File: config.mk
export PLATFORM = sky130hd
export DESIGN_NAME = sqrt_seq_ctrl_flat
export DESIGN_NICKNAME = d
export VERILOG_FILES = /design/src/rtl/sqrt_seq_ctrl_if.sv /design/src/rtl/sqrt_seq_ctrl.sv /design/src/flat_wrapper.sv
export SDC_FILE = /design/constraint.sdc
export NUM_CORES = 1
export LEC_CHECK = 0
export CORE_MARGIN = 3
export CORE_UTILIZATION = 30
export CTS_CLUSTER_DIAMETER = 120
export DETAILED_ROUTE_END_ITERATION = 8
export PLACE_DENSITY = 0.52
export SLEW_MARGIN = 30
export SYNTH_ARGS = -nofsm -noshare
export SYNTH_HDL_FRONTEND = slang
export SYNTH_SLANG_ARGS = --single-unit
File: constraint.sdc
create_clock -name clk -period 8.58 [get_ports clk]
set_clock_uncertainty 0.15 [all_clocks]
set_input_delay 2.145 -clock clk [delete_from_list [all_inputs] [get_ports clk]]
set_output_delay 2.145 -clock clk [all_outputs]
set_load 0.01 [all_outputs]
File: src/rtl/sqrt_seq_ctrl_if.sv
// Request/result handshake and arithmetic-unit bus for the sequential
// square-root controller. The controller takes the slave view: it receives
// start/radicand and the AU result, and drives status, results and AU operands.
interface sqrt_seq_ctrl_if #(
  parameter int W = 8
);
  logic             start;
  logic [W-1:0]     radicand;
  logic             busy;
  logic             done;
  logic [W/2-1:0]   root;
  logic [W/2:0]     rem;
  logic [W-1:0]     au_a;
  logic [W-1:0]     au_b;
  logic [1:0]       au_sel;
  logic [W-1:0]     au_out;

  modport master (
    output start, radicand, au_out,
    input  busy, done, root, rem, au_a, au_b, au_sel
  );

  modport slave (
    input  start, radicand, au_out,
    output busy, done, root, rem, au_a, au_b, au_sel
  );
endinterface

File: src/rtl/sqrt_seq_ctrl.sv
// Sequential integer square root by odd-number subtraction. Every add and
// subtract is issued to an external 1-cycle-latency arithmetic unit; the only
// local arithmetic is the root counter increment and the underflow compare.
module sqrt_seq_ctrl #(
  parameter int W = 8
) (
  input  logic          clk,
  input  logic          rst_n,
  sqrt_seq_ctrl_if.slave bus
);
  localparam int OW = W / 2 + 1;  // odd-number register width
  localparam int RW = W / 2;      // root width

  localparam logic [1:0] SEL_ADD = 2'b00;
  localparam logic [1:0] SEL_SUB = 2'b10;

  typedef enum logic [2:0] {
    IDLE,
    SUB,
    SUB_CHK,
    ADD_CHK,
    DONE
  } state_t;

  state_t          state_reg, state_next;
  logic [W-1:0]    r_reg, r_next;
  logic [OW-1:0]   o_reg, o_next;
  logic [RW-1:0]   cnt_reg, cnt_next;
  logic [RW-1:0]   root_reg, root_next;
  logic [OW-1:0]   rem_reg, rem_next;
  logic [W-1:0]    au_a_c, au_b_c;
  logic [1:0]      au_sel_c;
  logic            underflow;

  // A wrapped subtract result is larger than the minuend it came from.
  assign underflow = (bus.au_out > r_reg);

  // State, working registers and held results.
  always_ff @(posedge clk or negedge rst_n) begin
    if (!rst_n) begin
      state_reg <= IDLE;
      r_reg     <= '0;
      o_reg     <= '0;
      cnt_reg   <= '0;
      root_reg  <= '0;
      rem_reg   <= '0;
    end else begin
      state_reg <= state_next;
      r_reg     <= r_next;
      o_reg     <= o_next;
      cnt_reg   <= cnt_next;
      root_reg  <= root_next;
      rem_reg   <= rem_next;
    end
  end

  // Next-state, working-register updates and AU operand/opcode drive.
  always_comb begin
    state_next = state_reg;
    r_next     = r_reg;
    o_next     = o_reg;
    cnt_next   = cnt_reg;
    root_next  = root_reg;
    rem_next   = rem_reg;
    au_a_c     = '0;
    au_b_c     = '0;
    au_sel_c   = SEL_ADD;
    unique case (state_reg)
      IDLE: begin
        if (bus.start) begin
          r_next     = bus.radicand;
          o_next     = OW'(1);
          cnt_next   = '0;
          state_next = SUB;
        end
      end
      SUB: begin
        au_a_c     = r_reg;
        au_b_c     = {{(W - OW){1'b0}}, o_reg};
        au_sel_c   = SEL_SUB;
        state_next = SUB_CHK;
      end
      SUB_CHK: begin
        if (underflow) begin
          // Results are loaded on the way into DONE so they appear with done.
          root_next  = cnt_reg;
          rem_next   = r_reg[OW-1:0];
          state_next = DONE;
        end else begin
          r_next     = bus.au_out;
          cnt_next   = cnt_reg + 1'b1;
          au_a_c     = {{(W - OW){1'b0}}, o_reg};
          au_b_c     = {{(W - 2){1'b0}}, 2'b10};
          au_sel_c   = SEL_ADD;
          state_next = ADD_CHK;
        end
      end
      ADD_CHK: begin
        o_next     = bus.au_out[OW-1:0];
        state_next = SUB;
      end
      DONE: begin
        state_next = IDLE;
      end
      default: begin
        state_next = IDLE;
      end
    endcase
  end

  assign bus.busy   = (state_reg != IDLE);
  assign bus.done   = (state_reg == DONE);
  assign bus.root   = root_reg;
  assign bus.rem    = rem_reg;
  assign bus.au_a   = au_a_c;
  assign bus.au_b   = au_b_c;
  assign bus.au_sel = au_sel_c;
endmodule

File: src/flat_wrapper.sv
// flat-port wrapper written by rule: the top's interface ports become plain ports
module sqrt_seq_ctrl_flat 
#(
  parameter int W = 8
)
  (clk, rst_n, bus_start, bus_radicand, bus_au_out, bus_busy, bus_done, bus_root, bus_rem, bus_au_a, bus_au_b, bus_au_sel);
  sqrt_seq_ctrl_if #(.W(W)) bus_i ();
  input  logic clk;
  input  logic rst_n;
  input wire logic [$bits(bus_i.start)-1:0] bus_start;
  input wire logic [$bits(bus_i.radicand)-1:0] bus_radicand;
  input wire logic [$bits(bus_i.au_out)-1:0] bus_au_out;
  output wire logic [$bits(bus_i.busy)-1:0] bus_busy;
  output wire logic [$bits(bus_i.done)-1:0] bus_done;
  output wire logic [$bits(bus_i.root)-1:0] bus_root;
  output wire logic [$bits(bus_i.rem)-1:0] bus_rem;
  output wire logic [$bits(bus_i.au_a)-1:0] bus_au_a;
  output wire logic [$bits(bus_i.au_b)-1:0] bus_au_b;
  output wire logic [$bits(bus_i.au_sel)-1:0] bus_au_sel;
  assign bus_i.start = bus_start;
  assign bus_i.radicand = bus_radicand;
  assign bus_i.au_out = bus_au_out;
  assign bus_busy = bus_i.busy;
  assign bus_done = bus_i.done;
  assign bus_root = bus_i.root;
  assign bus_rem = bus_i.rem;
  assign bus_au_a = bus_i.au_a;
  assign bus_au_b = bus_i.au_b;
  assign bus_au_sel = bus_i.au_sel;
  sqrt_seq_ctrl #(.W(W)) u_core (.clk(clk), .rst_n(rst_n), .bus(bus_i));
endmodule
==> flow_metrics.py, run 1 <==
metrics = {
    "status": {
        "status": "finished, final reports clean",
    },
    "routing": {
        "routedWlPerCell_um": 15.8,
        "vias": 1385,
        "drtIter0Drc": 61,
        "drt-pass1-iter-count": 4,
        "drt_wl_total_um": 4420,
        "via_per_inst": 4.95,
        "drc": 0,
        "drtAntennaViolNets": 0,
    },
    "yosys": {
        "synthArstFlopShare": 1.00,
        "syn_inst": 165,
        "yosysSeqAreaShare": 0.433,
        "synth.top_cell.area_share": 0.433,
        "ys_seq_elements": 29,
        "synth.distinct_cells": 40,
        "yosysTopAreaCell": "dfrtp_1",
        "yosys_warnings": 0,
        "avgSynthCellArea_sq_um": 10.2,
        "synth_edf_count": 0,
        "synthTopCellsByArea": "dfrtp_1, ha_1, mux2_2, o221a_1, and2_1",
        "syn_area_sq_mm": 0.00168,
        "synth_flop_cell": "dfrtp_1",
    },
    "power_and_ir_drop": {
        "power.density_mw_per_mm2": 357,
        "share_seq_of_total_power": 0.311,
        "peakVddDrop_mv": 0.158,
        "pwr-share-comb": 0.511,
        "intPower_w": 0.000512,
        "cellLeakagePower_nw": 0.990,
        "switching_share": 0.370,
        "netSwitchingPower_w": 0.000301,
        "pwr-share-clk": 0.178,
    },
    "finish": {
        "area_growth_pct": 35.7,
        "utilization": 0.432,
        "multi_input_area_sq_um": 852,
        "diodes": 0,
        "fill_cells": 542,
        "drive_gt1_frac": 0.119,
        "largest_register_ffs": 8,
        "nNetsFinal": 237,
        "regArea_sq_um": 726,
    },
    "critical_path": {
        "timing.rr.start": "u_core.r_reg[1]$_DFFE_PN0P_",
        "slowest_stage": "nor3_1",
        "crit_arrival_ns": 5.02,
        "cp_slowest_stage_delay_ns": 0.68,
        "path_class": "in -> out",
        "worst_r2r_path_depth": 7,
        "critical_path_required_ns": 6.29,
        "crit_start": "bus_au_out[7]",
        "worst-path-max-fanout": 6,
        "cpMostUsedCell": "clkdlybuf4s50_1",
        "start_kind": "primary input",
        "worstPathCellList": "clkdlybuf4s50_1 > ha_1 > nand4_2 > or2_4 > and2_4 > nor3_1 > a22o_1 > clkdlybuf4s50_1",
        "cp-end-kind": "output pin",
    },
    "global_route": {
        "grt.overflow.total": 0,
        "grt_most_used_layer": "met2",
        "grt_use_met1": 0.190,
        "grt_util_all_layers": 0.147,
        "grt_pass1_wl_um": 7300,
        "grtUsageMet3": 0.0443,
        "antenna_found_initial": 0,
        "grt_max_degree": 30,
        "grt_pass1_vias": 1505,
        "grt.met2_usage": 0.241,
    },
    "clock_tree": {
        "ctsHoldBuffers": 0,
        "cts_tree": "yes",
        "cts_resized": 0,
        "cts.htree.levels": 2,
        "cts_setup_buffers": 0,
        "cts.sinks": 29,
        "worst_skew_pair.late_latency_ns": 0.28,
        "path_clk_slew_ns": 0.06,
        "cts_buffers": 5,
        "cts_buffer_depth": 2,
        "cts_root_buffer": "clkbuf_8",
    },
    "sta": {
        "finalCritPeriodShare": 0.852,
        "max-slew-margin-rel": 0.443,
        "rsz0062_at_grt": "no",
        "fmaxAchievable_mhz": 137,
        "hold_viol": 0,
        "drv_slew": 0,
        "min_period_ns": 7.31,
        "setup-violations-final": 0,
        "max_slew.worst_pin.slew_ns": 0.836,
        "tns_ns": 0,
    },
    "worst_hold_path": {
        "worstHoldStart": "u_core.bus.root[0]$_DFFE_PN0P_",
        "min_path_cells": 1,
        "hp-class": "reg -> reg",
    },
    "die": {
        "die_x_um": 80.8,
        "core_area_sq_mm": 0.00527,
        "rows": 26,
        "start_util": 0.318,
        "die_area_sq_mm": 0.00652,
        "die_h_um": 80.8,
        "io_pins": 48,
    },
    "run": {
        "cap_violations": 0,
    },
    "placed_design": {
        "place_hpwl_um": 3330,
        "gp_congestion": 0.868,
        "io_buffers": 43,
    },
}
worst max-delay path: cells and delay by family:
family	cells	cell delay, ns
buffers and inverters	2	0.97
AOI/OAI and AO/OA	1	0.25
and+or+nand+nor	4	1.30
adders and majority gates	1	0.35
synthesized netlist by cell type (all sizes together), types with 2 or more instances:
library cell   n
ha             9
a21oi          5
nand4          2
and2          10
nor2          15
a31oi          2
clkbuf         6
nand2          9
or3            9
o21ai          4
mux2           9
buf            6
nor3           4
a22o           5
o22a           4
inv           11
o221a          8
a211oi         2
dfrtp         29
final timing paths:
kind / slack, ns / to
min: 0.36 / u_core.bus.root[0]$_DFFE_PN0P_
min in group asynchronous: 2.11 / u_core.bus.rem[3]$_DFFE_PN0P_
max: 1.27 / bus_au_a[0]
min reg2reg: 0.36 / u_core.bus.root[0]$_DFFE_PN0P_
max reg2reg: 5.95 / u_core.r_reg[7]$_DFFE_PN0P_
max in group asynchronous: 5.88 / u_core.r_reg[0]$_DFFE_PN0P_
cells in the final DEF, fill, tap and decap left out, types with 2 or more instances in the layout:
cell             instances
clkdlybuf4s50_1         43
dfrtp_1                 29
nor2_1                  15
inv_1                   11
nand2_1                  9
and2_1                   9
mux2_2                   9
ha_1                     9
or3_1                    8
o221a_1                  8
clkbuf_8                 6
a21oi_1                  5
a22o_1                   5
o21ai_0                  4
nor3_1                   4
o22a_1                   4
conb_1                   4
buf_4                    3
a211oi_1                 2
a31oi_1                  2
per-stage QoR:
step	hold slack [ns]	std cells	area [sq um]	worst slack [ns]	power, W
after CTS	0.363	280	2280	1.28	0.000823
final	0.357	280	2280	1.27	0.000813
after detailed placement	0.342	272	2160	1.30	0.000674
after global placement	0.342	272	2160	1.36	0.000671
after floorplan	0.339	168	1690	2.61	0.000495
after global routing	0.376	280	2280	1.12	0.000878
power by group through the flow:
stage	Sequential [W]	Combinational [W]	Clock, W
final	0.000253	0.000415	0.000145
after global routing	0.000261	0.000462	0.000156
after CTS	0.000254	0.000421	0.000149
after detailed placement	0.000256	0.000418	0
after global placement	0.000255	0.000416	0
after floorplan	0.000234	0.000261	0
metal layers:
metal,vias to the layer above,part of all wire
li1,678,-
met1,657,0.48
met2,48,0.46
met3,2,0.066
met4,0,0.0023
met5,-,0
cell families (layout without fill, tap and decap cells):
logic type,after synthesis,count (layout),synth area share
other,1,4,0.00224
multiplexers,10,10,0.0664
AO/OA/AOI/OAI,37,37,0.184
buffers and inverters,23,65,0.0657
flip-flops,29,29,0.433
AND/OR/NAND/NOR,56,56,0.182
adder cells (fa/ha/maj),9,9,0.0672
cell type report:
type                    instances  share of cell area
clock buffers                   7              0.0379
clock inverters                 1              0.0132
inverters                      11              0.0181
multi-input cells             116               0.374
flip-flops and latches         29               0.319
well taps                      70              0.0385
repair buffers                 46               0.199
(Power assumes the default switching activity.)
==> run 2: changes to the inputs <==
- CORE_UTILIZATION: 30 -> 51
- PLACE_DENSITY: 0.52 -> 0.82
==> flow_metrics.py, run 2 (synthesis results as in run 1) <==
metrics = {
    "run": {
        "cap_violations": 0,
    },
    "critical_path": {
        "cp-end-kind": "output pin",
        "cp_slowest_stage_delay_ns": 0.64,
        "path_buf_inv": 2,
        "r2r_slack_ns": 6.03,
        "slowest_stage": "nor3_1",
        "path_class": "in -> out",
        "start_kind": "primary input",
        "worstPathCellList": "clkdlybuf4s50_1 > ha_1 > nor2b_1 > o211ai_1 > a211oi_1 > nor3_1 > a22o_1 > clkdlybuf4s50_1",
        "path_delay_family": "buffers and inverters",
        "critical_path_required_ns": 6.29,
        "cpMostUsedCell": "clkdlybuf4s50_1",
        "crit_arrival_ns": 4.94,
        "worst-path-max-fanout": 6,
    },
    "routing": {
        "drt_wl_total_um": 4130,
        "vias": 1443,
        "via_per_inst": 5.70,
        "drc": 0,
        "routedWlPerCell_um": 16.3,
        "drt-pass1-iter-count": 4,
        "drtAntennaViolNets": 0,
        "drtIter0Drc": 76,
    },
    "clock_tree": {
        "cts.htree.levels": 2,
        "cts_root_buffer": "clkbuf_4",
        "ctsHoldBuffers": 0,
        "cts_tree": "yes",
        "cts.sinks": 29,
        "cts_buffers": 5,
        "cts_resized": 0,
        "cts_buffer_depth": 2,
        "cts_setup_buffers": 0,
        "worst_skew_pair.late_latency_ns": 0.33,
        "path_clk_slew_ns": 0.08,
    },
    "sta": {
        "tns_ns": 0,
        "drv_slew": 0,
        "max-slew-margin-rel": 0.458,
        "finalCritPeriodShare": 0.843,
        "fmaxAchievable_mhz": 138,
        "min_period_ns": 7.23,
        "setup-violations-final": 0,
        "hold_viol": 0,
        "rsz0062_at_grt": "no",
        "max_slew.worst_pin.slew_ns": 0.813,
    },
    "power_and_ir_drop": {
        "switching_share": 0.395,
        "pwr-share-clk": 0.112,
        "netSwitchingPower_w": 0.000297,
        "cellLeakagePower_nw": 0.963,
        "intPower_w": 0.000456,
        "share_seq_of_total_power": 0.335,
        "power_w": 0.000753,
        "power.density_mw_per_mm2": 345,
        "peakVddDrop_mv": 0.183,
        "pwr-share-comb": 0.553,
    },
    "finish": {
        "area_growth_pct": 30.1,
        "diodes": 0,
        "utilization": 0.703,
        "final_common_cell": "clkdlybuf4s50_1",
        "drive_gt1_frac": 0.115,
        "fill_cells": 252,
        "largest_register_ffs": 8,
        "nNetsFinal": 237,
        "final_cell_mix": "clkdlybuf4s50_1, dfrtp_1, nor2_1",
        "instances_no_fill": 253,
    },
    "global_route": {
        "grt_util_all_layers": 0.233,
        "grt_max_degree": 30,
        "antenna_found_initial": 0,
        "grt_pass1_vias": 1508,
        "grt_pass1_wl_um": 7200,
        "grt.overflow.total": 0,
    },
    "status": {
        "status": "finished, final reports clean",
    },
    "placed_design": {
        "gp_congestion": 1.04,
        "io_buffers": 43,
        "place_hpwl_um": 3030,
        "dpl.cell_count": 246,
    },
    "die": {
        "start_util": 0.540,
        "core_area_sq_mm": 0.00310,
        "rows": 20,
        "die_x_um": 63.3,
        "io_pins": 48,
        "die_h_um": 63.3,
        "die_area_sq_mm": 0.00401,
    },
    "worst_hold_path": {
        "hp-class": "reg -> reg",
    },
}
run 2: cell types whose count changed in the layout (fill, tap and decap cells not counted):
cell / change
bufinv_16: -1
clkbuf_4: +5
clkbuf_8: -5
run 2: per-layer routing:
layer	GRT usage	share of wire	routed length (um)	up-vias
met1	0.280	0.43	1790	701
li1	-	-	-	681
met2	0.387	0.49	2020	53
met5	0	0	0	-
met4	0.0970	0.019	78	0
met3	0.0677	0.058	238	8
run 2: power groups by stage:
| stage | Combinational, W | Sequential, W | Clock (W) |
|---|---|---|---|
| finish | 0.000416 | 0.000252 | 0.0000841 |
| global placement | 0.000405 | 0.000252 | 0 |
| CTS | 0.000419 | 0.000252 | 0.0000867 |
| detailed placement | 0.000415 | 0.000255 | 0 |
| global route | 0.000461 | 0.000262 | 0.0000927 |
| floorplan | 0.000261 | 0.000234 | 0 |
run 2: worst register-to-register path: cells and delay by family, from the launching register on:
kind,cells,cell delay [ns]
flops,1,0.43
simple gates,1,0.13
buf+inv,1,0.06
compound gates,4,1.43
fa+ha+maj,1,0.28
run 2: area by class of cell:
| cell class | instances | area [sq um] | share of cell area |
|---|---|---|---|
| multi-input combinational | 116 | 852 | 0.390 |
| tap | 44 | 55.1 | 0.0252 |
| clock buffer | 7 | 55.1 | 0.0252 |
| inverter | 11 | 41.3 | 0.0189 |
| timing repair buffer | 46 | 453 | 0.208 |
| sequential | 29 | 726 | 0.333 |
run 2: worst paths after layout:
check	to	cells past startpoint	start
max	bus_au_a[0]	8	bus_au_out[1]
min	u_core.bus.rem[0]$_DFFE_PN0P_	1	u_core.bus.rem[0]$_DFFE_PN0P_
max reg2reg	u_core.r_reg[7]$_DFFE_PN0P_	7	u_core.r_reg[1]$_DFFE_PN0P_
min reg2reg	u_core.bus.rem[0]$_DFFE_PN0P_	1	u_core.bus.rem[0]$_DFFE_PN0P_
max in group asynchronous	u_core.r_reg[2]$_DFFE_PN0P_	2	rst_n
min in group asynchronous	u_core.r_reg[7]$_DFFE_PN0P_	2	rst_n
run 2: stage by stage:
stage	hold WS, ns	instance area, sq um	worst slack, ns
floorplan	0.339	1690	2.61
CTS	0.367	2180	1.38
global route	0.392	2180	1.18
global placement	0.339	2130	1.48
detailed placement	0.347	2130	1.38
finish	0.363	2180	1.35
==> run 3: changes to the inputs <==
- CORE_UTILIZATION: 51 -> 43
- PLACE_DENSITY: 0.82 -> 0.73
- clock period: 8.58 -> 5.8 ns (I/O delays scaled with it)
==> flow_metrics.py, run 3 (synthesis results as in run 1) <==
metrics = {
    "sta": {
        "drv_slew": 0,
        "hold_viol": 0,
        "finalCritPeriodShare": 0.952,
        "max-slew-margin-rel": 0.482,
        "max_slew.worst_pin.slew_ns": 0.777,
        "tns_ns": 0,
        "fmaxAchievable_mhz": 181,
        "min_period_ns": 5.52,
        "setup-violations-final": 0,
        "rsz0062_at_grt": "no",
    },
    "finish": {
        "final_cell_mix": "clkdlybuf4s50_1, dfrtp_1, nor2_1",
        "drive_gt1_frac": 0.119,
        "utilization": 0.599,
        "fill_cells": 319,
        "area_growth_pct": 32.8,
        "nNetsFinal": 238,
        "multi_input_area_sq_um": 852,
        "final_common_cell": "clkdlybuf4s50_1",
        "largest_register_ffs": 8,
        "diodes": 0,
        "regArea_sq_um": 726,
    },
    "worst_hold_path": {
        "hp-class": "reg -> reg",
    },
    "critical_path": {
        "worst-path-max-fanout": 11,
        "critical_path_required_ns": 4.20,
        "cp_slowest_stage_delay_ns": 0.53,
        "path_class": "in -> out",
        "path_buf_inv": 2,
        "start_kind": "primary input",
        "worstPathCellList": "clkdlybuf4s50_1 > ha_1 > nand4_2 > or2_4 > and2_4 > or3_4 > nand2_1 > clkdlybuf4s50_1",
        "cpMostUsedCell": "clkdlybuf4s50_1",
        "crit_arrival_ns": 3.92,
        "path_delay_family": "simple AND/OR/NAND/NOR gates",
        "slowest_stage": "clkdlybuf4s50_1",
        "cp-end-kind": "output pin",
    },
    "routing": {
        "drtAntennaViolNets": 0,
        "via_per_inst": 5.52,
        "drt-pass1-iter-count": 4,
        "vias": 1424,
        "routedWlPerCell_um": 15.7,
        "drc": 0,
        "drtIter0Drc": 102,
        "drt_wl_total_um": 4040,
    },
    "clock_tree": {
        "cts_root_buffer": "clkbuf_8",
        "worst_skew_pair.late_latency_ns": 0.28,
        "cts_buffers": 5,
        "cts.htree.levels": 2,
        "ctsHoldBuffers": 0,
        "cts.sinks": 29,
        "cts_setup_buffers": 0,
        "cts_buffer_depth": 2,
        "cts_tree": "yes",
        "cts_resized": 0,
        "path_clk_slew_ns": 0.06,
    },
    "global_route": {
        "grt_use_met1": 0.234,
        "grt_most_used_layer": "met2",
        "grt.overflow.total": 0,
        "antenna_found_initial": 0,
        "grt_pass1_vias": 1435,
        "grt.met2_usage": 0.321,
        "grt_util_all_layers": 0.194,
        "grtUsageMet3": 0.0493,
        "grt_max_degree": 30,
        "grt_pass1_wl_um": 6560,
    },
    "die": {
        "io_pins": 48,
        "start_util": 0.451,
        "die_x_um": 68.4,
        "rows": 22,
        "die_area_sq_mm": 0.00468,
        "core_area_sq_mm": 0.00372,
        "die_h_um": 68.4,
    },
    "power_and_ir_drop": {
        "peakVddDrop_mv": 0.179,
        "switching_share": 0.380,
        "netSwitchingPower_w": 0.000439,
        "share_seq_of_total_power": 0.321,
        "cellLeakagePower_nw": 0.981,
        "pwr-share-clk": 0.145,
        "power.density_mw_per_mm2": 518,
        "pwr-share-comb": 0.534,
        "intPower_w": 0.000715,
    },
    "status": {
        "status": "finished, final reports clean",
    },
    "placed_design": {
        "io_buffers": 43,
        "place_hpwl_um": 2940,
        "gp_congestion": 0.796,
    },
    "run": {
        "cap_violations": 0,
    },
}
## run 3: changes by cell type in the layout (fill, tap and decap cells not counted)
cell | previous run | this run
clkbuf_4 | 5 | 0
buf_4 | 3 | 4
clkbuf_8 | 1 | 6
## run 3: layout make-up
type / instances / area share
Inverter: 11 / 0.0185
Clock buffer: 7 / 0.0388
Multi-Input combinational cell: 116 / 0.383
Sequential cell: 29 / 0.326
Tap cell: 48 / 0.0270
Timing Repair Buffer: 47 / 0.207
## run 3: metal layers
metal | part of all wire | up-vias | routed length [um]
li1 | - | 682 | -
met1 | 0.43 | 682 | 1750
met2 | 0.47 | 53 | 1900
met3 | 0.080 | 7 | 323
met4 | 0.016 | 0 | 64
met5 | 0 | - | 0
## run 3: power groups by stage
stage	clock, W	sequential (W)	combinational [W]
final	0.000167	0.000370	0.000617
after CTS	0.000171	0.000369	0.000621
after global placement	0	0.000365	0.000603
after detailed placement	0	0.000372	0.000619
after floorplan	0	0.000346	0.000386
after global routing	0.000182	0.000384	0.000681
## run 3: path summary, 6_finish.rpt
kind,from,to,slack (ns),depth (start not counted)
hold / removal,u_core.bus.rem[1]$_DFFE_PN0P_,u_core.bus.rem[1]$_DFFE_PN0P_,0.35,1
min in group asynchronous,rst_n,u_core.r_reg[7]$_DFFE_PN0P_,1.40,2
setup reg to reg,u_core.r_reg[1]$_DFFE_PN0P_,u_core.r_reg[2]$_DFFE_PN0P_,3.29,7
hold reg to reg,u_core.bus.rem[1]$_DFFE_PN0P_,u_core.bus.rem[1]$_DFFE_PN0P_,0.35,1
setup / recovery,bus_au_out[7],bus_au_b[1],0.28,8
max in group asynchronous,rst_n,u_core.bus.rem[1]$_DFFE_PN0P_,3.81,2
## run 3: metrics by stage
stage               area (sq um)  hold WS, ns  setup WS (ns)  power [W]  instances
floorplan                   1690        0.339           1.22   0.000732        168
global placement            2140        0.337          0.322   0.000968        251
detailed placement          2140        0.342          0.301   0.000991        251
CTS                         2230        0.355          0.275    0.00116        258
global route                2230        0.372          0.160    0.00125        258
finish                      2230        0.353          0.277    0.00115        258
==> edit 1: new RTL, flow settings as in run 1 <==
Re-encode `state_t` (5 states) as Gray code, 3 bits wide.
--- a/src/rtl/sqrt_seq_ctrl.sv
+++ b/src/rtl/sqrt_seq_ctrl.sv
@@ -17,7 +17,7 @@
   typedef enum logic [2:0] {
-    IDLE,
-    SUB,
-    SUB_CHK,
-    ADD_CHK,
-    DONE
+    IDLE    = 3'b000,
+    SUB     = 3'b001,
+    SUB_CHK = 3'b011,
+    ADD_CHK = 3'b010,
+    DONE    = 3'b110
   } state_t;
Function: same outputs for any inputs over 10 cycles, from zero or initial values and one cycle with rst_n low; not proved beyond that.
==> edit 1 against run 1 <==
- non-clock buffer count decreased by 2
- worst setup slack gained 0.22 ns
- die area is 0.42% higher
- wire length shrank 7.2%
- via count shrank 4.7%
- total power is 0.79% higher
- area after synthesis up 0.45%
- sequential cell count did not move
- cell count shrank 3.9%
- combinational power increased by 9.9%
- design area is 1.6% lower
==> edit 1: results (changes against run 1) <==
R2R Path Start=u_core.r_reg[3]; largest net degree at the start of global routing=30 (unchanged); post-cts resize count=0 (unchanged); relative slew slack=41.6% (-2.6 points); share of cells above drive strength 1=14.1% (+2.2 points); final wirelength=4100 um (-7.2%); vias in the first global route=1405 (-6.6%); clk_lat worst skew=0.28 ns (about the same); antenna cells=0 (unchanged); Crit Path Max Fanout=7 (+1); outcome=complete, no violations; Max Root-Sink Buffers=2 (unchanged); Port Buffer Count=43 (unchanged); commonest cells in the netlist=dfrtp_1, inv_1; Reg clk slew, reported paths=0.06 ns (about the same); initial antenna violation count=0 (unchanged); HP Class=reg -> reg; DP Area=2160 sq um (-0.12%); Synth area leaders=dfrtp_1, ha_1, mux2_2; nets=226 (-4.6%); Worst EP arrival=4.80 ns (-0.22 ns); synth unique cells=45 (+13%); register area share after synthesis=43.1% (-0.19 points); CTS root buf=clkbuf_8; GPL Wtd Cong=0.814 (-6.3%); Synth async-reset ratio=100% (unchanged); CTS buffer count=5 (unchanged); fillers=529 (-2.4%); max reg flops=8 (unchanged); global-route wire length before repair=6930 um (-5.0%); drt first pass iters=4 (unchanged); R2R cell count=6 (-1); DP HPWL=3050 um (-8.6%); worst hold path depth=1 (unchanged); overall routing resource usage=14.0% (-0.68 points); Clock H-tree levels=2 (unchanged); yosys warns=0 (unchanged); vias=1320 (-4.7%); Worst VDD drop=109 uV (-31%); # Post-CTS Setup Buffers=0 (unchanged); HP Start=u_core.bus.rem[3]; critical path startpoint=bus_au_out[3]; leak pwr=0.958 nW (-3.2%); Iter 0 DRT Violations=45 (-26%)
[edit 1: cell families after synthesis]
| kind of cell | after synthesis | synth area share, % |
|---|---|---|
| flops | 29 | 43.1 |
| other cells | 1 | 0.223 |
| buf+inv | 22 | 6.98 |
| mux | 10 | 6.61 |
| compound gates | 35 | 19.4 |
| fa+ha+maj | 9 | 6.69 |
| simple gates | 47 | 17.0 |
[edit 1: where the power goes]
part / internal (mW) / switching [mW] / leakage [nW] / total [mW]
Clock: 0.0575 / 0.0493 / 0.0395 / 0.107
Sequential: 0.199 / 0.0582 / 0.344 / 0.257
Combinational: 0.245 / 0.211 / 0.575 / 0.456
[edit 1: layout make-up]
type	count	area, sq um	area share, %
multi-input cells	105	860	38.4
clock buffers	8	80.1	3.58
well taps	70	87.6	3.91
inverters	13	48.8	2.18
repair buffers	44	438	19.6
flip-flops and latches	29	726	32.4
[edit 1: through the flow]
| step | instances | worst slack (ns) | power [mW] | util [%] |
|---|---|---|---|---|
| floorplan | 156 | 2.51 | 0.532 | - |
| global placement | 261 | 1.55 | 0.710 | 40.8 |
| detailed placement | 261 | 1.46 | 0.720 | 40.9 |
| CTS | 269 | 1.46 | 0.830 | 42.5 |
| global route | 269 | 1.32 | 0.884 | 42.5 |
| finish | 269 | 1.49 | 0.819 | 42.5 |
[edit 1: critical path, cell delays in order]
cell and delay [ns]:
clkdlybuf4s50_1 0.47, ha_1 0.36, and4_1 0.23, nand2b_1 0.09, and2_4 0.18, nor3_1 0.55
a22o_1 0.23, clkdlybuf4s50_1 0.54
[edit 1: final timing paths]
path                                            to  slack [ns]
worst max register to register     u_core.r_reg[2]        6.01
worst max-delay path                   bus_au_a[4]        1.49
worst min register to register   u_core.bus.rem[3]        0.35
max in group asynchronous       u_core.bus.root[1]        5.88
worst min-delay path             u_core.bus.rem[3]        0.35
min in group asynchronous        u_core.bus.rem[2]        2.12
[edit 1: metal layers]
metal / part of all wire, % / wire [um] / vias to the layer above / track usage (%)
li1: - / - / 633 / -
met1: 47 / 1920 / 643 / 18.2
met2: 47 / 1910 / 38 / 22.4
met3: 4.4 / 179 / 6 / 3.44
met4: 2.0 / 80 / 0 / 5.41
met5: 0 / 0 / - / 0
==> edit 2: new RTL, flow settings as in run 1 <==
Without the edit above. `W` is set to 8 in 3 places; all go to 6.
--- a/src/rtl/sqrt_seq_ctrl_if.sv
+++ b/src/rtl/sqrt_seq_ctrl_if.sv
@@ -4,3 +4,3 @@
 interface sqrt_seq_ctrl_if #(
-  parameter int W = 8
+  parameter int W = 6
 );
--- a/src/rtl/sqrt_seq_ctrl.sv
+++ b/src/rtl/sqrt_seq_ctrl.sv
@@ -4,3 +4,3 @@
 module sqrt_seq_ctrl #(
-  parameter int W = 8
+  parameter int W = 6
 ) (
--- a/src/flat_wrapper.sv
+++ b/src/flat_wrapper.sv
@@ -3,3 +3,3 @@
 #(
-  parameter int W = 8
+  parameter int W = 6
 )
Ports: changed (6 resized); port bits go from 48 to 38. No check against the original RTL was run, so the function may have changed too.
==> edit 2 against run 1 <==
- count of clock-buffer cells in the layout shrank 4
- total power shrank 19%
- wire length shrank 18%
- worst setup slack gained 0.25 ns
- sequential cell count shrank 6
- design area shrank 20%
- synthesized cell count shrank 8.5%
- maximum frequency grew 3.5%
- area after synthesis shrank 15%
- critical path type unchanged
- critical endpoint is now bus_au_a[2]
- largest power group unchanged
==> edit 2: results (changes against run 1) <==
drt first pass iters=4 (unchanged); initial antenna violation count=0 (unchanged); Routed WL per cell=15.6 um (-1.3%); nets=204 (-14%); RR Endpoint=u_core.r_reg[0]; outcome=complete, no violations; register area share after synthesis=40.2% (-3.1 points); relative slew slack=42.7% (-1.6 points); Crit Path Max Fanout=8 (+2); Iter 0 DRT Violations=143 (+130%); WHS Endpoint=u_core.bus.rem[3]; share of cells above drive strength 1=13.8% (+1.9 points); HP Class=reg -> reg; worst hold path depth=1 (unchanged); Post-synth top flop=dfrtp_1; overall routing resource usage=14.1% (-0.57 points); R2R Path Start=u_core.state_reg[0]; Worst EP arrival=4.77 ns (-0.25 ns); antenna cells=0 (unchanged); Max Root-Sink Buffers=2 (unchanged); CTS root buf=clkbuf_8; global-route wire length before repair=5920 um (-19%); Synth async-reset ratio=100% (unchanged); commonest cells in the netlist=dfrtp_1, nor2_1, inv_1; HP Start=u_core.bus.rem[3]; largest net degree at the start of global routing=24 (-20%); Worst VDD drop=108 uV (-32%); worst reg-to-reg setup slack=6.09 ns (+0.14 ns); vias in the first global route=1197 (-20%); slowest stage delay, CP=0.53 ns (-0.15 ns); Port Buffer Count=34 (-21%); GPL Wtd Cong=0.998 (+15%); Clock H-tree levels=1 (-1); Reg clk slew, reported paths=0.08 ns (+0.02 ns); leak pwr=0.849 nW (-14%); CP max-delay cell=clkdlybuf4s50_1; clk_lat worst skew=0.26 ns (-0.02 ns); CTS buffer count=3 (-2); vias per cell=5.24 (+5.9%); Final setup viols=0 (unchanged); DP HPWL=2810 um (-16%); Synth area leaders=dfrtp_1, mux2_4, ha_1; synth unique cells=37 (-7.5%); fillers=445 (-18%); max reg flops=6 (-2); R2R cell count=4 (-3)
==> edit 2: changes by cell type after synthesis, sizes merged, moves of 4 or more <==
cell    change
o22ai       +5
or3         -7
clkbuf      -4
o21ai       +6
and2        -7
and3        +6
o22a        -4
o221a       -4
dfrtp       -6
a21oi       +5
==> edit 2: cells by family (layout without fill, tap and decap cells) <==
logic type / count (synthesis) / count (layout) / synth area share [%]
AOI/OAI and AO/OA: 40 / 40 / 18.8
adders and majority gates: 7 / 7 / 6.11
buffers and inverters: 20 / 48 / 6.90
DFF: 23 / 23 / 40.2
muxes: 10 / 10 / 9.69
other: 1 / 3 / 0.262
and+or+nand+nor: 50 / 50 / 18.1
==> edit 2: worst max path at each step <==
stage | depth (start not counted) | end | from
finish | 8 | bus_au_a[2] | bus_au_out[5]
CTS | 8 | bus_au_a[2] | bus_au_out[5]
floorplan | 8 | bus_au_a[0] | bus_au_out[5]
global placement | 8 | bus_au_a[0] | bus_au_out[5]
global route | 8 | bus_au_a[2] | bus_au_out[5]
detailed placement | 8 | bus_au_a[2] | bus_au_out[2]
==> edit 2: power breakdown <==
part | switching, mW | leakage [nW] | total, mW | internal (mW)
Combinational | 0.182 | 0.542 | 0.383 | 0.201
Clock | 0.0360 | 0.0255 | 0.0684 | 0.0324
Sequential | 0.0498 | 0.282 | 0.204 | 0.154
Total | 0.268 | 0.849 | 0.655 | 0.387
==> edit 2: per-stage QoR <==
| stage | util [%] | instances | setup WS [ns] | area, sq um | hold WS, ns |
|---|---|---|---|---|---|
| after floorplan | - | 153 | 2.77 | 1440 | 0.342 |
| after global placement | 39.9 | 229 | 1.64 | 1780 | 0.345 |
| after detailed placement | 39.8 | 229 | 1.56 | 1780 | 0.351 |
| after CTS | 40.8 | 233 | 1.54 | 1830 | 0.371 |
| after global routing | 40.8 | 233 | 1.37 | 1830 | 0.390 |
| final | 40.8 | 233 | 1.52 | 1830 | 0.363 |
==> edit 2: area by class of cell <==
class                      instances  area (sq um)  area share (%)
multi-input combinational        110           766            41.9
sequential                        23           576            31.5
timing repair buffer              34           335            18.4
tap                               52          65.1            3.56
clock buffer                       3          41.3            2.26
inverter                          10          37.5            2.06
clock inverter                     1          5.00           0.274
==> edit 2: per-layer routing <==
layer  vias to the layer above  track usage [%]  routed length (um)
li1                        587                -                   -
met1                       585             19.7                1670
met2                        43             22.1                1710
met3                         6             2.40                 183
met4                         0             4.74                  62
met5                         -                0                   0
==> edit 2: critical path, delay by kind of cell <==
kind | cells | cell delay [ns]
adder cells (fa/ha/maj) | 1 | 0.37
buffers and inverters | 2 | 0.98
AO/OA/AOI/OAI | 2 | 0.41
AND/OR/NAND/NOR | 3 | 0.85
